File: src/rtl/mips32_prog_loader.sv
// mips32_prog_loader
//   Writer side of the mips_32 instruction memory. Takes a valid/ready stream
//   of instruction words, writes them into consecutive memory addresses from a
//   latched base address, holds the core halted while loading, then presets
//   the core pc to the base address and releases it.
//
// Optional feature (compile-time macro LOADER_AUTO_HLT_EN):
//   If the final word of a program is not a HLT, the loader appends one
//   (HLT_OPC in [31:26], all other bits zero) before releasing the core.
//   Without the macro the program is written verbatim.
//
// Ports
//   clk1         core phase-1 clock, the only clock of this block
//   rst          asynchronous active-high reset
//   start        begin a load session (honoured only when not busy)
//   base_addr    first write address, latched on start
//   s_valid/s_data/s_last/s_ready  instruction stream, handshake = valid & ready
//   mem_we/mem_addr/mem_wdata      instruction memory write port (1-cycle latency)
//   cpu_hold     keeps the core halted
//   cpu_release  1-cycle pulse: core loads pc <= cpu_pc_init and leaves halt
//   cpu_pc_init  start pc (latched base_addr)
//   busy         session in progress
//   done         last session completed and core released
//   err_overflow program ran past the top of memory
//   word_count   words written in the current/last session
module mips32_prog_loader #(
  parameter int          ADDR_W  = 10,
  parameter int          DATA_W  = 32,
  parameter logic [5:0]  HLT_OPC = 6'h3f
) (
  input  logic              clk1,
  input  logic              rst,
  input  logic              start,
  input  logic [ADDR_W-1:0] base_addr,
  input  logic              s_valid,
  input  logic [DATA_W-1:0] s_data,
  input  logic              s_last,
  output logic              s_ready,
  output logic              mem_we,
  output logic [ADDR_W-1:0] mem_addr,
  output logic [DATA_W-1:0] mem_wdata,
  output logic              cpu_hold,
  output logic              cpu_release,
  output logic [ADDR_W-1:0] cpu_pc_init,
  output logic              busy,
  output logic              done,
  output logic              err_overflow,
  output logic [ADDR_W:0]   word_count
);

`ifdef LOADER_AUTO_HLT_EN
  typedef enum logic [2:0] {
    S_IDLE, S_LOAD, S_APPEND, S_RELEASE, S_DONE, S_ERR
  } state_t;
  localparam logic [DATA_W-1:0] HLT_WORD = {HLT_OPC, {(DATA_W-6){1'b0}}};
`else
  typedef enum logic [2:0] {
    S_IDLE, S_LOAD, S_RELEASE, S_DONE, S_ERR
  } state_t;
`endif

  localparam logic [ADDR_W-1:0] PTR_MAX = '1;
  localparam logic [ADDR_W-1:0] PTR_ONE = ADDR_W'(1);
  localparam logic [ADDR_W:0]   CNT_ONE = (ADDR_W+1)'(1);

  state_t              state_q, state_d;
  logic [ADDR_W-1:0]   wr_ptr_q;
  logic [ADDR_W-1:0]   pc_init_q;
  logic [ADDR_W:0]     count_q;
  logic                mem_we_q;
  logic [ADDR_W-1:0]   mem_addr_q;
  logic [DATA_W-1:0]   mem_wdata_q;
  logic                hold_q;
  logic                release_q;
  logic                done_q;
  logic                err_q;

  logic                idle_like;
  logic                hs;
  logic                at_top;

  // DONE and ERR behave like IDLE for accepting a new session.
  assign idle_like = (state_q == S_IDLE) || (state_q == S_DONE) ||
                     (state_q == S_ERR);
  assign hs        = s_valid && s_ready;
  assign at_top    = (wr_ptr_q == PTR_MAX);

  // State register
  always_ff @(posedge clk1 or posedge rst) begin
    if (rst) state_q <= S_IDLE;
    else     state_q <= state_d;
  end

  // Next-state logic
  always_comb begin
    state_d = state_q;
    case (state_q)
      S_IDLE, S_DONE, S_ERR: begin
        if (start) state_d = S_LOAD;
      end
      S_LOAD: begin
        if (hs) begin
          if (s_last) begin
`ifdef LOADER_AUTO_HLT_EN
            if (s_data[DATA_W-1 -: 6] == HLT_OPC) state_d = S_RELEASE;
            else if (at_top)                      state_d = S_ERR;
            else                                  state_d = S_APPEND;
`else
            state_d = S_RELEASE;
`endif
          end else if (at_top) begin
            // Word at the top address is still written; no wrap afterwards.
            state_d = S_ERR;
          end
        end
      end
`ifdef LOADER_AUTO_HLT_EN
      S_APPEND:  state_d = S_RELEASE;
`endif
      S_RELEASE: state_d = S_DONE;
      default:   state_d = S_IDLE;
    endcase
  end

  // State-decoded outputs
  always_comb begin
    s_ready = (state_q == S_LOAD);
    busy    = !idle_like;
  end

  // Write port, pointers and status. The release pulse and hold drop are
  // registered off the RELEASE state, so they appear one cycle after the
  // final memory write is issued and never coincide with it.
  always_ff @(posedge clk1 or posedge rst) begin
    if (rst) begin
      wr_ptr_q    <= '0;
      pc_init_q   <= '0;
      count_q     <= '0;
      mem_we_q    <= 1'b0;
      mem_addr_q  <= '0;
      mem_wdata_q <= '0;
      hold_q      <= 1'b1;
      release_q   <= 1'b0;
      done_q      <= 1'b0;
      err_q       <= 1'b0;
    end else begin
      mem_we_q  <= 1'b0;
      release_q <= 1'b0;
      if (idle_like && start) begin
        wr_ptr_q  <= base_addr;
        pc_init_q <= base_addr;
        count_q   <= '0;
        done_q    <= 1'b0;
        err_q     <= 1'b0;
        hold_q    <= 1'b1;
      end
      if (state_q == S_LOAD && hs) begin
        mem_we_q    <= 1'b1;
        mem_addr_q  <= wr_ptr_q;
        mem_wdata_q <= s_data;
        count_q     <= count_q + CNT_ONE;
        if (!at_top) wr_ptr_q <= wr_ptr_q + PTR_ONE;
        if (state_d == S_ERR) err_q <= 1'b1;
      end
`ifdef LOADER_AUTO_HLT_EN
      if (state_q == S_APPEND) begin
        mem_we_q    <= 1'b1;
        mem_addr_q  <= wr_ptr_q;
        mem_wdata_q <= HLT_WORD;
        count_q     <= count_q + CNT_ONE;
      end
`endif
      if (state_q == S_RELEASE) begin
        release_q <= 1'b1;
        hold_q    <= 1'b0;
        done_q    <= 1'b1;
      end
    end
  end

  assign mem_we       = mem_we_q;
  assign mem_addr     = mem_addr_q;
  assign mem_wdata    = mem_wdata_q;
  assign cpu_hold     = hold_q;
  assign cpu_release  = release_q;
  assign cpu_pc_init  = pc_init_q;
  assign done         = done_q;
  assign err_overflow = err_q;
  assign word_count   = count_q;

endmodule

File: config.mk
export PLATFORM = sky130hd
export DESIGN_NAME = mips32_prog_loader
export DESIGN_NICKNAME = d
export VERILOG_FILES = /design/src/rtl/mips32_prog_loader.sv
export SDC_FILE = /design/constraint.sdc
export NUM_CORES = 1
export LEC_CHECK = 0
export ABC_AREA = 1
export CORE_MARGIN = 10
export CORE_UTILIZATION = 42
export DETAILED_ROUTE_END_ITERATION = 10
export PLACE_DENSITY_LB_ADDON = 0.12
export SLEW_MARGIN = 15
export SYNTH_ARGS = -nofsm -noshare
export SYNTH_HDL_FRONTEND = slang
export SYNTH_SLANG_ARGS = --single-unit
File: constraint.sdc
create_clock -name clk1 -period 2.2 [get_ports clk1]
set_input_delay 0.33 -clock clk1 [delete_from_list [all_inputs] [get_ports clk1]]
set_output_delay 0.33 -clock clk1 [all_outputs]
set_load 0.02 [all_outputs]
======== After elaboration in Yosys (flattened, before gate mapping) ========
Index checks and enable logic that the tools add are counted.
storage, ports and cells
  register bits ........................... 81
  latch bits .............................. 0
  RAM bits ................................ 0
  ROM bits ................................ 0
  input port bits ......................... 47
  output and inout port bits .............. 70
  logic and storage cells ................. 48
  memories kept ........................... 0
operators by class
  $add $sub $neg .......................... 2
  multipliers ............................. 0
  div/mod/pow operators ................... 0
  $lt $le $gt $ge ......................... 0
  equality and inequality tests ........... 6
  shift operators ......................... 0
  multiplexer cells ....................... 19
  bitwise gates (word level) .............. 0
  reduce and logical (&&, ||, !) cells .... 10
operators by type and width
  cell                   count
  $mux 10                3
  $mux 11                2
  $mux 3                 4
  $add 11x1->11 const B  1
  $add 10x1->10 const B  1
  $eq 10x10->1 const B   1
  $mux 1                 9
  $pmux 3 s3             1
  $eq 3x2->1 const B     2
  $eq 3x3->1 const B     2
  $reduce_bool 2->1      2
  $eq 3x1->1 const B     1
  $logic_and 1x1->1      3
  $logic_not 3->1        1
  $reduce_or 3->1        1
  $logic_or 1x1->1       2
  $logic_not 1->1        1

======== Depth between registers and ports, before layout ========
  depth after elaboration ................. 8
  gate-level depth with buffers ........... 9
  depth with buffers taken out ............ 9

======== Least setup slack after synthesis ========
No wires, ideal clock.
  kind .................................... reg2reg
  start point ............................. register count_q[0] (netlist: word_count[0])
  end point ............................... register count_q[6] (netlist: word_count[6])
  library setup time ...................... 0.123 ns
  data arrival time ....................... 1.288 ns
  required time ........................... 2.077 ns
  setup slack ............................. 0.789 ns
  stages on the path, launching flop included .. 7
  path buffers ............................ 0
  period minus slack after synthesis ...... 1.411 ns
  cells stage by stage .................... dfrtp_1 ha_1 nand3_1 nor2_1 nand3_1 nor2_1 a21oi_1
on the way
  word-level cells in the longest chain between the ends .. 2
RTL lines
  what                      RTL line  source
  start: declaration        69        logic [ADDR_W:0] count_q;
  start signal: assignment  161       count_q <= count_q + CNT_ONE;
  $add 11x1->11             161
  $mux 11                   157       if (state_q == S_LOAD && hs) begin
No other way between the ends.
A chain may end at the register's enable or synchronous reset.

======== Worst setup path in the final report ========
  start point ............................. register state_q[0]
  end point ............................... output busy
on the way
  word-level cells in the longest chain between the ends .. 4
  elaborated cells on any way between the ends .. 6
RTL lines
  what                                           RTL line  source
  start: declaration                             66        state_t state_q, state_d;
  start signal: assignment                       91        else state_q <= state_d;
  $eq 3x2->1 or $logic_not 3->1 (tied branches)  83        assign idle_like = (state_q == S_IDLE) || (state_q == S_DONE) ||
  $logic_or 1x1->1                               83
  $logic_or 1x1->1 (*)                           83
  $logic_not 1->1 (*)                            128       busy = !idle_like;
  end: declaration                               45        output logic busy,
Every way passes the cells marked *; elsewhere a longest branch is shown, timed or not.

==> results.cfg <==
[run_status]
outcome = completed

[clock_network]
cts_tree = built
clock_sinks = 81
numCtsBuffers = 9
cts.clk_slew.worst_paths_ns = 0.09
htree_levels = 3
insertion_delay_ns = 0.33
cts.repair.resized = 0
hold_buffers = 0
clockRootBuffer = clkbuf_8
postCtsSetupBuffers = 0
cts_buffer_depth = 2

[power_and_ir_drop]
totalPowerFinal_w = 0.00723
peakVddDrop_uv = 780
p_leak_nw = 2.53
powerDensity_nw_per_um2 = 1420

[worst_setup_path]
crit_family = buffers and inverters
start_kind = register
max_stage_delay_ns = 0.53
crit_chain = nor2_1 > inv_2 > nand2_4 > inv_1 > clkdlybuf4s50_1
cp_num_buf_inv = 3
worstSetupPathType = register to output port
cp.arrival_ns = 1.72
end_kind = output port
crit_required_ns = 1.87
path_max_fanout = 8
critPathSlowestCell = clkdlybuf4s50_1

[min_path]
hold_path.class = primary input to async pin

[final_layout]
fillCellCount = 753
final_nets = 617
antennaDiodeCount = 0
area_delta_synth_final_pct = 40.5
drive_gt1_share_pct = 5.58

[global_route]
grt_pass1_vias = 3248
antenna_found_initial = 0
grt_pass1_wl_mm = 16.1
overflow = 0
grt_max_degree = 62
grt_usage_pct = 15.1

[sta]
relSlewSlack_pct = 77.4
skew_ns = 0.00695
hold_violations = 0
rsz0062_at_grt = false
hold_slack_ns = 0.420
slew_viol_final = 0
setup_viol = 0
worst_pin_slew_ns = 0.339
max_freq_mhz = 487
tns_ns = 0
min_period_over_period_pct = 93.4
fin_crit_ns = 2.05

[die]
die_x_um = 113
die_area_um2 = 12700
die_y_um = 113
start_util_pct = 43.6
ios = 117
num_rows = 33
core_area_um2 = 8300

[logic_synthesis]
synth_most_common_cell = nand2_1
yosys_warnings = 0
seq_area_frac_synth_pct = 56.1
synth_top_flop_cell = dfrtp_1
syn_area_um2 = 3620
syn-num-nets = 500
synth_top_area_share_pct = 55.4
async_flop_share_pct = 100
synth_common_cells = nand2_1 (219), dfrtp_1 (80), inv_1 (34)
syn-mean-instance-area_um2 = 8.02
synth_area_leaders = dfrtp_1 (55%), nand2_1 (23%), nand3_1 (4.2%)
synth_cell_type_count = 26
synth-edff-count = 0
yosys.area.top_type = dfrtp_1
ys_ff_latch = 81
syn_inst = 451

[drt]
drt_iter0_drc = 169
routed_wl_mm = 9.69
ant_nets = 0
drc = 0
vias = 3257
detail_route.vias_per_cell = 4.80
first_pass_iters = 5
wire_per_inst_um = 14.3

[placed_design]
port-buffer-count = 116
gp_congestion = 0.820
dp_hpwl_mm = 7.13

[run]
drv_cap = 0
## path summary, 6_finish.rpt
kind | slack [ns] | to | startpoint | cells after the start
hold / removal | 0.42 | mem_wdata[16] | rst | 3
hold reg to reg | 0.47 | cpu_hold | cpu_hold | 2
max in group asynchronous | 1.46 | cpu_hold | rst | 3
setup / recovery | 0.15 | busy | state_q[0] | 5
setup reg to reg | 0.55 | wr_ptr_q[3] | wr_ptr_q[1] | 9
min in group clk1 | 0.47 | cpu_hold | cpu_hold | 2
## layout make-up
class | count | area [um2] | share of cell area [%]
Multi-Input combinational cell | 315 | 1340 | 26.4
Tap cell | 105 | 131 | 2.59
Clock buffer | 12 | 145 | 2.86
Sequential cell | 81 | 2030 | 39.9
Clock inverter | 4 | 51.3 | 1.01
Inverter | 39 | 150 | 2.96
Timing Repair Buffer | 122 | 1230 | 24.2
## metal layers
layer | wire length [um] | track usage [%] | vias up
li1 | - | - | 1628
met1 | 3930 | 17.6 | 1539
met2 | 5000 | 26.0 | 78
met3 | 634 | 4.70 | 12
met4 | 121 | 4.74 | 0
met5 | 0 | 0 | -
## worst min-delay path: stages
cell	delay (ns)
clkdlybuf4s50_1	0.44
clkinvlp_4	0.10
buf_4	0.28
## cell families (layout without fill, tap and decap cells)
kind of cell / Yosys count / in the layout / share of synthesized area (%)
and+or+nand+nor: 282 / 282 / 31.7
DFF: 81 / 81 / 56.1
buffers and inverters: 55 / 177 / 6.78
AOI/OAI and AO/OA: 28 / 28 / 4.01
xor gates and xnor gates: 3 / 3 / 0.727
adders and majority gates: 2 / 2 / 0.692
## placed cells by master, fill, tap and decap left out, types with 3 or more instances in the layout
master | netlist | layout
o21ai_0 | 13 | 13
a21oi_1 | 6 | 6
clkdlybuf4s50_1 | 0 | 116
nor3_1 | 3 | 3
dfrtp_1 | 80 | 80
buf_4 | 2 | 4
inv_2 | 5 | 5
nand3_1 | 30 | 30
clkbuf_8 | 0 | 10
inv_1 | 34 | 33
o21ai_1 | 6 | 6
nor2_1 | 19 | 19
nand4_1 | 4 | 4
nand2_1 | 219 | 219
## stage by stage
step | worst slack, ns | util (%) | cells | cell area (um2)
after floorplan | 0.789 | - | 451 | 3620
after global placement | 0.392 | 58.8 | 662 | 4880
after detailed placement | 0.337 | 58.8 | 662 | 4880
after CTS | 0.118 | 61.2 | 678 | 5080
after global routing | 0.0820 | 61.2 | 678 | 5080
final | 0.145 | 61.2 | 678 | 5080
## power by group
part / switching [W] / leakage (nW) / internal [W]
clock: 0.000536 / 0.0970 / 0.000560
sequential: 0.000441 / 1.02 / 0.00212
combinational: 0.00203 / 1.42 / 0.00153
## state kept, by name (all words and copies together), names as in the netlist
signal and count:
cpu_hold 1, cpu_pc_init 10, state_q 3, cpu_release 1
done 1, word_count 11, mem_we 1, err_overflow 1
mem_wdata 32, wr_ptr_q 10, mem_addr 10
No activity file was read; power rests on OpenSTA's default activity.
